`config.mk`:
```
export PLATFORM = sky130hd
export DESIGN_NAME = fp_seq_unit_flat
export DESIGN_NICKNAME = d
export VERILOG_FILES = /design/src/rtl/fp_seq_unit_if.sv /design/src/rtl/fp_seq_unit.sv /design/src/flat_wrapper.sv
export SDC_FILE = /design/constraint.sdc
export NUM_CORES = 2
export LEC_CHECK = 0
export BUFFER_PORTS_ARGS = -buffer_cell sky130_fd_sc_hd__buf_2
export CELL_PAD_IN_SITES_DETAIL_PLACEMENT = 1
export CELL_PAD_IN_SITES_GLOBAL_PLACEMENT = 2
export CORE_ASPECT_RATIO = 0.6
export CORE_UTILIZATION = 40
export DETAILED_ROUTE_END_ITERATION = 16
export GPL_TIMING_DRIVEN = 1
export PLACE_DENSITY = 0.89
export SLEW_MARGIN = 20
export SYNTH_ARGS = -nofsm -noshare
export SYNTH_HDL_FRONTEND = slang
export SYNTH_SLANG_ARGS = --single-unit
```
`constraint.sdc`:
```
create_clock -name clk -period 11.7 [get_ports clk]
set_input_delay 1.755 -clock clk [delete_from_list [all_inputs] [get_ports clk]]
set_output_delay 1.755 -clock clk [all_outputs]
set_load 0.02 [all_outputs]
```
`src/rtl/fp_seq_unit_if.sv`:
```
// Request/result handshake bundle for fp_seq_unit: operands and opcode in, result out.
interface fp_seq_unit_if;
  logic        in_valid;
  logic        in_ready;
  logic [31:0] a;
  logic [31:0] b;
  logic [1:0]  op;
  logic        out_valid;
  logic        out_ready;
  logic [31:0] result;
  logic        busy;

  modport master (output in_valid, a, b, op, out_ready,
                  input  in_ready, out_valid, result, busy);
  modport slave  (input  in_valid, a, b, op, out_ready,
                  output in_ready, out_valid, result, busy);
endinterface

```
`src/rtl/fp_seq_unit.sv`:
```
// Multi-cycle IEEE-754 single add/sub/mul/cmp unit serving one request at a time over valid/ready.
// Build macro FP_SPECIAL_CASE_EN enables NaN/infinity classification and overflow to infinity.
module fp_seq_unit #(
  parameter int WORK_W    = 27,
  parameter int MAX_SHIFT = 26
) (
  input  logic         clk,
  input  logic         rst_n,
  fp_seq_unit_if.slave bus
);
  localparam int         EXT_W       = WORK_W - 24;
  localparam logic [7:0] MAX_SHIFT_E = 8'(MAX_SHIFT);

  typedef enum logic [2:0] {IDLE, UNPACK, ALIGN, ADDSUB, NORM, MUL, PACK, DONE} state_t;

  state_t             state_q, state_d;
  logic [31:0]        a_q, a_d, b_q, b_d;
  logic [1:0]         op_q, op_d;
  logic               sa_q, sa_d, sb_q, sb_d;
  logic [7:0]         ea_q, ea_d, eb_q, eb_d;
  logic [WORK_W-1:0]  ma_q, ma_d, mb_q, mb_d;
  logic               rs_q, rs_d;
  logic signed [10:0] re_q, re_d;
  logic [WORK_W-1:0]  rm_q, rm_d;
  logic [31:0]        result_q, result_d;
  logic               out_valid_q, out_valid_d;
  logic               in_ready_q, busy_q;
  logic               spec_q, spec_d;
  logic [31:0]        spec_val_q, spec_val_d;

  logic [7:0]         diff_ab_s, diff_ba_s;
  logic [WORK_W:0]    sum_s;
  logic [24:0]        prod_hi_s;
  logic signed [10:0] mul_e_s;
  logic [30:0]        mag_a_s, mag_b_s;
  logic               cmp_lt_s, cmp_nan_s, spec_hit_s;
  logic [31:0]        spec_val_s;

  function automatic logic [31:0] overflow_value(input logic sign);
`ifdef FP_SPECIAL_CASE_EN
    return {sign, 8'hFF, 23'h000000};
`else
    return {sign, 8'hFE, 23'h7FFFFF};
`endif
  endfunction

  // Exponent 0 flushes the operand to zero; otherwise the hidden 1 is restored.
  function automatic logic [WORK_W-1:0] unpack_mant(input logic [31:0] x);
    if (x[30:23] == 8'h00) return {WORK_W{1'b0}};
    else return {1'b1, x[22:0], {EXT_W{1'b0}}};
  endfunction

`ifdef FP_SPECIAL_CASE_EN
  function automatic logic is_nan(input logic [31:0] x);
    return (x[30:23] == 8'hFF) && (x[22:0] != 23'd0);
  endfunction

  function automatic logic [31:0] special_value(input logic [31:0] x, input logic [31:0] y,
                                                input logic [1:0] opc);
    logic sy, inf_x, inf_y, zero_x, zero_y;
    sy     = y[31] ^ (opc == 2'd1);
    inf_x  = (x[30:23] == 8'hFF) && (x[22:0] == 23'd0);
    inf_y  = (y[30:23] == 8'hFF) && (y[22:0] == 23'd0);
    zero_x = (x[30:23] == 8'h00);
    zero_y = (y[30:23] == 8'h00);
    if (is_nan(x) || is_nan(y)) return 32'h7FC00000;
    else if (opc == 2'd2) begin
      if ((inf_x && zero_y) || (inf_y && zero_x)) return 32'h7FC00000;
      else return {x[31] ^ y[31], 8'hFF, 23'h000000};
    end
    else if (inf_x && inf_y && (x[31] != sy)) return 32'h7FC00000;
    else if (inf_x) return {x[31], 8'hFF, 23'h000000};
    else return {sy, 8'hFF, 23'h000000};
  endfunction

  assign cmp_nan_s  = is_nan(a_q) || is_nan(b_q);
  assign spec_hit_s = (op_q != 2'd3) && ((a_q[30:23] == 8'hFF) || (b_q[30:23] == 8'hFF));
  assign spec_val_s = special_value(a_q, b_q, op_q);
`else
  assign cmp_nan_s  = 1'b0;
  assign spec_hit_s = 1'b0;
  assign spec_val_s = 32'h00000000;
`endif

  assign diff_ab_s = ea_q - eb_q;
  assign diff_ba_s = eb_q - ea_q;
  assign sum_s     = {1'b0, ma_q} + {1'b0, mb_q};
  assign prod_hi_s = 25'((48'(ma_q[WORK_W-1 -: 24]) * 48'(mb_q[WORK_W-1 -: 24])) >> 23);
  assign mul_e_s   = $signed({3'b000, ea_q}) + $signed({3'b000, eb_q}) - 11'sd127;
  assign mag_a_s   = (a_q[30:23] == 8'h00) ? 31'd0 : a_q[30:0];
  assign mag_b_s   = (b_q[30:23] == 8'h00) ? 31'd0 : b_q[30:0];

  // Signed-magnitude a<b; both zeros compare equal regardless of sign.
  always_comb begin
    cmp_lt_s = 1'b0;
    if (cmp_nan_s) cmp_lt_s = 1'b0;
    else if ((mag_a_s == 31'd0) && (mag_b_s == 31'd0)) cmp_lt_s = 1'b0;
    else if (a_q[31] != b_q[31]) cmp_lt_s = a_q[31];
    else if (a_q[31] == 1'b0) cmp_lt_s = (mag_a_s < mag_b_s);
    else cmp_lt_s = (mag_a_s > mag_b_s);
  end

  // Sequencer next state and datapath updates.
  always_comb begin
    state_d     = state_q;
    a_d         = a_q;
    b_d         = b_q;
    op_d        = op_q;
    sa_d        = sa_q;
    sb_d        = sb_q;
    ea_d        = ea_q;
    eb_d        = eb_q;
    ma_d        = ma_q;
    mb_d        = mb_q;
    rs_d        = rs_q;
    re_d        = re_q;
    rm_d        = rm_q;
    result_d    = result_q;
    out_valid_d = out_valid_q;
    spec_d      = spec_q;
    spec_val_d  = spec_val_q;
    case (state_q)
      IDLE: begin
        if (bus.in_valid) begin
          a_d     = bus.a;
          b_d     = bus.b;
          op_d    = bus.op;
          state_d = UNPACK;
        end else begin
          state_d = IDLE;
        end
      end
      UNPACK: begin
        sa_d       = a_q[31];
        sb_d       = b_q[31] ^ (op_q == 2'd1);
        ea_d       = a_q[30:23];
        eb_d       = b_q[30:23];
        ma_d       = unpack_mant(a_q);
        mb_d       = unpack_mant(b_q);
        spec_d     = spec_hit_s;
        spec_val_d = spec_val_s;
        if (spec_hit_s) state_d = PACK;
        else if (op_q == 2'd2) state_d = MUL;
        else if (op_q == 2'd3) state_d = PACK;
        else state_d = ALIGN;
      end
      ALIGN: begin
        if (ea_q == eb_q) begin
          state_d = ADDSUB;
        end else if (ea_q < eb_q) begin
          if (diff_ba_s >= MAX_SHIFT_E) begin
            ma_d = {WORK_W{1'b0}};
            ea_d = eb_q;
          end else begin
            ma_d = ma_q >> 1;
            ea_d = ea_q + 8'd1;
          end
        end else begin
          if (diff_ab_s >= MAX_SHIFT_E) begin
            mb_d = {WORK_W{1'b0}};
            eb_d = ea_q;
          end else begin
            mb_d = mb_q >> 1;
            eb_d = eb_q + 8'd1;
          end
        end
      end
      ADDSUB: begin
        re_d = $signed({3'b000, ea_q});
        if (sa_q == sb_q) begin
          rs_d = sa_q;
          if (sum_s[WORK_W]) begin
            rm_d = sum_s[WORK_W:1];
            re_d = $signed({3'b000, ea_q}) + 11'sd1;
          end else begin
            rm_d = sum_s[WORK_W-1:0];
          end
        end else if (ma_q >= mb_q) begin
          rs_d = sa_q;
          rm_d = ma_q - mb_q;
        end else begin
          rs_d = sb_q;
          rm_d = mb_q - ma_q;
        end
        if (rm_d == {WORK_W{1'b0}}) begin
          rs_d    = 1'b0;
          re_d    = 11'sd0;
          state_d = PACK;
        end else if (rm_d[WORK_W-1]) begin
          state_d = PACK;
        end else begin
          state_d = NORM;
        end
      end
      NORM: begin
        if (re_q <= 11'sd1) begin
          rs_d    = 1'b0;
          re_d    = 11'sd0;
          rm_d    = {WORK_W{1'b0}};
          state_d = PACK;
        end else begin
          rm_d    = rm_q << 1;
          re_d    = re_q - 11'sd1;
          state_d = rm_q[WORK_W-2] ? PACK : NORM;
        end
      end
      MUL: begin
        state_d = PACK;
        if (!ma_q[WORK_W-1] || !mb_q[WORK_W-1]) begin
          rs_d = 1'b0;
          re_d = 11'sd0;
          rm_d = {WORK_W{1'b0}};
        end else if (prod_hi_s[24]) begin
          rs_d = sa_q ^ sb_q;
          re_d = mul_e_s + 11'sd1;
          rm_d = {prod_hi_s[24:1], {EXT_W{1'b0}}};
        end else begin
          rs_d = sa_q ^ sb_q;
          re_d = mul_e_s;
          rm_d = {prod_hi_s[23:0], {EXT_W{1'b0}}};
        end
      end
      PACK: begin
        out_valid_d = 1'b1;
        state_d     = DONE;
        if (op_q == 2'd3) result_d = {31'd0, cmp_lt_s};
        else if (spec_q) result_d = spec_val_q;
        else if (!rm_q[WORK_W-1]) result_d = 32'h00000000;
        else if (re_q >= 11'sd255) result_d = overflow_value(rs_q);
        else if (re_q < 11'sd1) result_d = 32'h00000000;
        else result_d = {rs_q, re_q[7:0], rm_q[WORK_W-2 -: 23]};
      end
      DONE: begin
        if (bus.out_ready) begin
          out_valid_d = 1'b0;
          state_d     = IDLE;
        end else begin
          state_d = DONE;
        end
      end
      default: begin
        out_valid_d = 1'b0;
        state_d     = IDLE;
      end
    endcase
  end

  // Registers; reset drops any operation in flight without producing a result.
  always_ff @(posedge clk or negedge rst_n) begin
    if (!rst_n) begin
      state_q     <= IDLE;
      a_q         <= 32'h00000000;
      b_q         <= 32'h00000000;
      op_q        <= 2'd0;
      sa_q        <= 1'b0;
      sb_q        <= 1'b0;
      ea_q        <= 8'd0;
      eb_q        <= 8'd0;
      ma_q        <= {WORK_W{1'b0}};
      mb_q        <= {WORK_W{1'b0}};
      rs_q        <= 1'b0;
      re_q        <= 11'sd0;
      rm_q        <= {WORK_W{1'b0}};
      result_q    <= 32'h00000000;
      out_valid_q <= 1'b0;
      in_ready_q  <= 1'b1;
      busy_q      <= 1'b0;
      spec_q      <= 1'b0;
      spec_val_q  <= 32'h00000000;
    end else begin
      state_q     <= state_d;
      a_q         <= a_d;
      b_q         <= b_d;
      op_q        <= op_d;
      sa_q        <= sa_d;
      sb_q        <= sb_d;
      ea_q        <= ea_d;
      eb_q        <= eb_d;
      ma_q        <= ma_d;
      mb_q        <= mb_d;
      rs_q        <= rs_d;
      re_q        <= re_d;
      rm_q        <= rm_d;
      result_q    <= result_d;
      out_valid_q <= out_valid_d;
      in_ready_q  <= (state_d == IDLE);
      busy_q      <= (state_d != IDLE);
      spec_q      <= spec_d;
      spec_val_q  <= spec_val_d;
    end
  end

  assign bus.in_ready  = in_ready_q;
  assign bus.out_valid = out_valid_q;
  assign bus.result    = result_q;
  assign bus.busy      = busy_q;
endmodule
```
`src/flat_wrapper.sv`:
```
// flat-port wrapper written by rule: the top's interface ports become plain ports
module fp_seq_unit_flat 
#(
  parameter int WORK_W    = 27,
  parameter int MAX_SHIFT = 26
)
  (clk, rst_n, bus_in_valid, bus_a, bus_b, bus_op, bus_out_ready, bus_in_ready, bus_out_valid, bus_result, bus_busy);
  fp_seq_unit_if bus_i ();
  input  logic clk;
  input  logic rst_n;
  input wire logic [$bits(bus_i.in_valid)-1:0] bus_in_valid;
  input wire logic [$bits(bus_i.a)-1:0] bus_a;
  input wire logic [$bits(bus_i.b)-1:0] bus_b;
  input wire logic [$bits(bus_i.op)-1:0] bus_op;
  input wire logic [$bits(bus_i.out_ready)-1:0] bus_out_ready;
  output wire logic [$bits(bus_i.in_ready)-1:0] bus_in_ready;
  output wire logic [$bits(bus_i.out_valid)-1:0] bus_out_valid;
  output wire logic [$bits(bus_i.result)-1:0] bus_result;
  output wire logic [$bits(bus_i.busy)-1:0] bus_busy;
  assign bus_i.in_valid = bus_in_valid;
  assign bus_i.a = bus_a;
  assign bus_i.b = bus_b;
  assign bus_i.op = bus_op;
  assign bus_i.out_ready = bus_out_ready;
  assign bus_in_ready = bus_i.in_ready;
  assign bus_out_valid = bus_i.out_valid;
  assign bus_result = bus_i.result;
  assign bus_busy = bus_i.busy;
  fp_seq_unit #(.WORK_W(WORK_W), .MAX_SHIFT(MAX_SHIFT)) u_core (.clk(clk), .rst_n(rst_n), .bus(bus_i));
endmodule
```
==> out/metrics.csv <==
stage,metric,value,unit
run_status,status,completed,
timing,Worst Skew,0.0312,ns
synth,Post-synth EDFFs,0,
clocking,clock root cell,clkbuf_16,
synth,synth unique cells,87,
clocking,Post-CTS Setup Bufs,0,
timing,Worst-Margin Slew,1.19,ns
synth,Mean Syn Cell Area,8.39,sq um
floorplanning,Core Box Area,86400,sq um
synth,cell taking the most area after synthesis,fa_1,
clocking,htree depth,1,
timing,Final Cycle Share,88.6,%
drt,detailed-route via count,31500,
synth,Post-Synthesis Cells,4200,
timing,RSZ-0062 raised after global routing,false,
critical_path,Critical Path Most Common Cell,fa_1,
timing,minimum clock period,10.37,ns
clocking,TritonCTS clock tree,yes,
grt,vias in the first global route,32100,
critical_path,crit path capture,u_core.rm_q[18],
drt,DR WL met2,54.3,mm
critical_path,startpoint types,flip-flop,
critical_path,Critical Path Sink Type,flip-flop,
clocking,hold-fix buffer count after cts,0,
synth,count of warnings emitted by yosys,0,
layout,Area Overhead vs Synth,6.64,%
critical_path,"Arr. time, crit path",10.82,ns
critical_path,CP bufs+invs,6,
critical_path,CP Data Required Time,12.16,ns
flow_run,max-cap violations,0,
drt,uppermost routed layer,met5,
critical_path,slowest CP cell,dfrtp_1,
clocking,CTS Buf Count,23,
placement,Placed Area,36800,sq um
placement,Port Buffer Count,104,
critical_path,reg2reg end,u_core.rm_q[18],
synth,#FFs+latches synth,215,
critical_path,R2R Setup Slk,1.33,ns
grt,grt ovf,0,
synth,Async SR Flop Fraction,100,%
synth,main flop type after synthesis,dfrtp_1,
drt,Detailed Routing Iterations Pass 1,7,
floorplanning,initial core utilization,40.8,%
critical_path,Levels on crit path,27,
placement,Routability Congestion,1.03,
drt,Routed WL per cell,27.8,um
grt,initial antenna violation count,4,
critical_path,Crit Path Max Fanout,32,
clocking,"Reg clk slew, reported paths",0.07,ns
drt,drt via density,5.93,
drt,DRC violations left,0,
floorplanning,die width,385,um
floorplanning,Core Rows,83,
timing,Final Hold Fails,0,
floorplanning,die area,89300,sq um
grt,global-route wire length before repair,218,mm
grt,GRT Total Usage,33.2,%
drt,met1 wire length,67.4,mm
synth,cell area after synthesis,35200,sq um
timing,post-route setup TNS,0,ns
clocking,Clock Sinks,215,
floorplanning,io pins,105,
critical_path,Reg-to-Reg Start,u_core.mb_q[16],
synth,"Seq/Total Area, Yosys",15.3,%
floorplanning,Vert. Die Dim,232,um
layout,layout cells sized above 1,7.37,%
timing,Final Setup Violations,0,
drt,DR iter-0 viols,3567,
grt,largest net degree at the start of global routing,92,
critical_path,Setup crit start,u_core.mb_q[16],
critical_path,critical path class,flip-flop to flip-flop,
timing,Max Freq,0.0965,GHz
drt,met3 wire length,23.9,mm
timing,fin. max-slew vios,0,
layout,"final std cell area, no fill",37600,sq um
placement,DP Wirelength,122,mm
synth,area share of the leading cell type in the synthesized netlist,27.7,%
critical_path,Critical Path Max Stage Delay,0.91,ns
clocking,deepest clock path buffer count,3,
synth,"top cells by area, synth","fa_1 (28%), dfrtp_1 (15%), ha_1 (11%)",
drt,Antenna Violating Nets Remaining,0,
timing,slew margin rel.,20.6,%
layout,Final #Nets,5021,
critical_path,cell family with most CP delay,compound AO/OA/AOI/OAI gates,
clocking,Worst-Skew Late Latency,0.59,ns
clocking,CTS resizes,0,
critical_path,Reg2Reg Depth,27,
synth,syn_nets,5069,
drt,Total Wirelength,148,mm
min_path,Min-Delay Path Class,flip-flop to flip-flop,
==> synthesized netlist by cell type (19+ instances only) <==
master,instances
o211ai_1,20
o21bai_1,21
ha_1,312
nand3_1,59
buf_2,21
nor2b_1,25
nand4_1,43
mux2_2,61
nor3_1,43
a21o_1,50
nor4_1,27
a222oi_1,25
mux2i_1,47
a21oi_1,203
dfrtp_1,214
inv_1,718
o21ai_0,200
clkbuf_1,191
fa_1,487
nand2b_1,30
buf_1,19
nor2_1,395
a221oi_1,27
a211oi_1,27
and2_1,48
nand2_1,505
xnor2_1,80
xor2_1,24
==> how the worst min path moves through the flow <==
stage                          start               endpoint  slack (ns)  cells past startpoint
6_report       u_core.bus.result[26]  u_core.bus.result[26]        0.48                      2
5_1_grt        u_core.bus.result[20]  u_core.bus.result[20]        0.52                      2
4_1_cts        u_core.bus.result[26]  u_core.bus.result[26]        0.48                      2
3_5_place_dp   u_core.bus.result[26]  u_core.bus.result[26]        0.47                      2
3_3_place_gp    u_core.bus.out_valid   u_core.bus.out_valid        0.46                      2
2_1_floorplan         u_core.a_q[22]        u_core.ma_q[25]        0.47                      2
==> per-layer routing <==
metal / up-vias / global-route usage (%)
li1: 13500 / -
met1: 16100 / 49.3
met2: 1772 / 41.6
met3: 151 / 17.5
met4: 8 / 5.29
met5: - / 2.40
==> flip-flops by register name, indices dropped and copies added (netlist names) <==
| register | flops |
|---|---|
| u_core.a_q | 32 |
| u_core.b_q | 32 |
| u_core.bus.result | 32 |
| u_core.ma_q | 27 |
| u_core.mb_q | 27 |
| u_core.rm_q | 27 |
| u_core.re_q | 11 |
| u_core.ea_q | 8 |
| u_core.eb_q | 8 |
| u_core.state_q | 3 |
| u_core.op_q | 2 |
| u_core.bus.busy | 1 |
| u_core.bus.in_ready | 1 |
| u_core.bus.out_valid | 1 |
| u_core.rs_q | 1 |
| u_core.sa_q | 1 |
| u_core.sb_q | 1 |
==> kinds of logic after synthesis <==
group           synth area share, %
compound gates                 14.2
buf+inv                        10.4
xor+xnor                       2.58
fa+ha+maj                      38.7
simple gates                   15.6
flops                          15.3
mux                            3.28
==> area by class of cell <==
cell class,instances,area (sq um)
fill,10300,48800
clock inverter,9,92.6
antenna,5,12.5
inverter,727,2730
sequential,215,5380
timing repair buffer,162,966
tap,1147,1440
clock buffer,32,659
multi-input combinational,3023,26300
==> stage by stage <==
stage	worst slack, ns	util [%]	cells	hold slack, ns
finish	1.33	43.5	5320	0.479
global route	1.01	43.5	5315	0.519
CTS	1.34	43.5	5315	0.483
detailed placement	1.31	42.6	5274	0.467
global placement	1.67	42.6	5274	0.457
floorplan	3.85	-	4200	0.467
==> layout by cell type (no fill, tap or decap), drive strengths merged, types with 24 or more instances in the layout <==
cell    netlist  routed
a211oi       27      27
a21o         50      50
a21oi       204     204
a221oi       28      28
a222oi       25      25
and2         48      48
buf          44     162
clkbuf      191      32
dfrtp       214     214
fa          487     487
ha          312     312
inv         724     725
mux2         61      61
mux2i        47      47
nand2       505     505
nand2b       30      30
nand3        59      59
nand4        43      43
nor2        396     396
nor2b        25      25
nor3         44      44
nor4         29      29
o21ai       202     202
xnor2        80      80
xor2         24      24
==> worst reg2reg max path, delay by kind of cell, from the launching register on <==
family,cells,cell delay [ns]
AO/OA/AOI/OAI,10,3.74
adder cells (fa/ha/maj),8,3.72
buffers and inverters,6,1.42
flip-flops,1,0.91
AND/OR/NAND/NOR,3,0.47
Power is not shown: default switching activity piles up to over one toggle a cycle in this logic, so the estimate is an artifact.
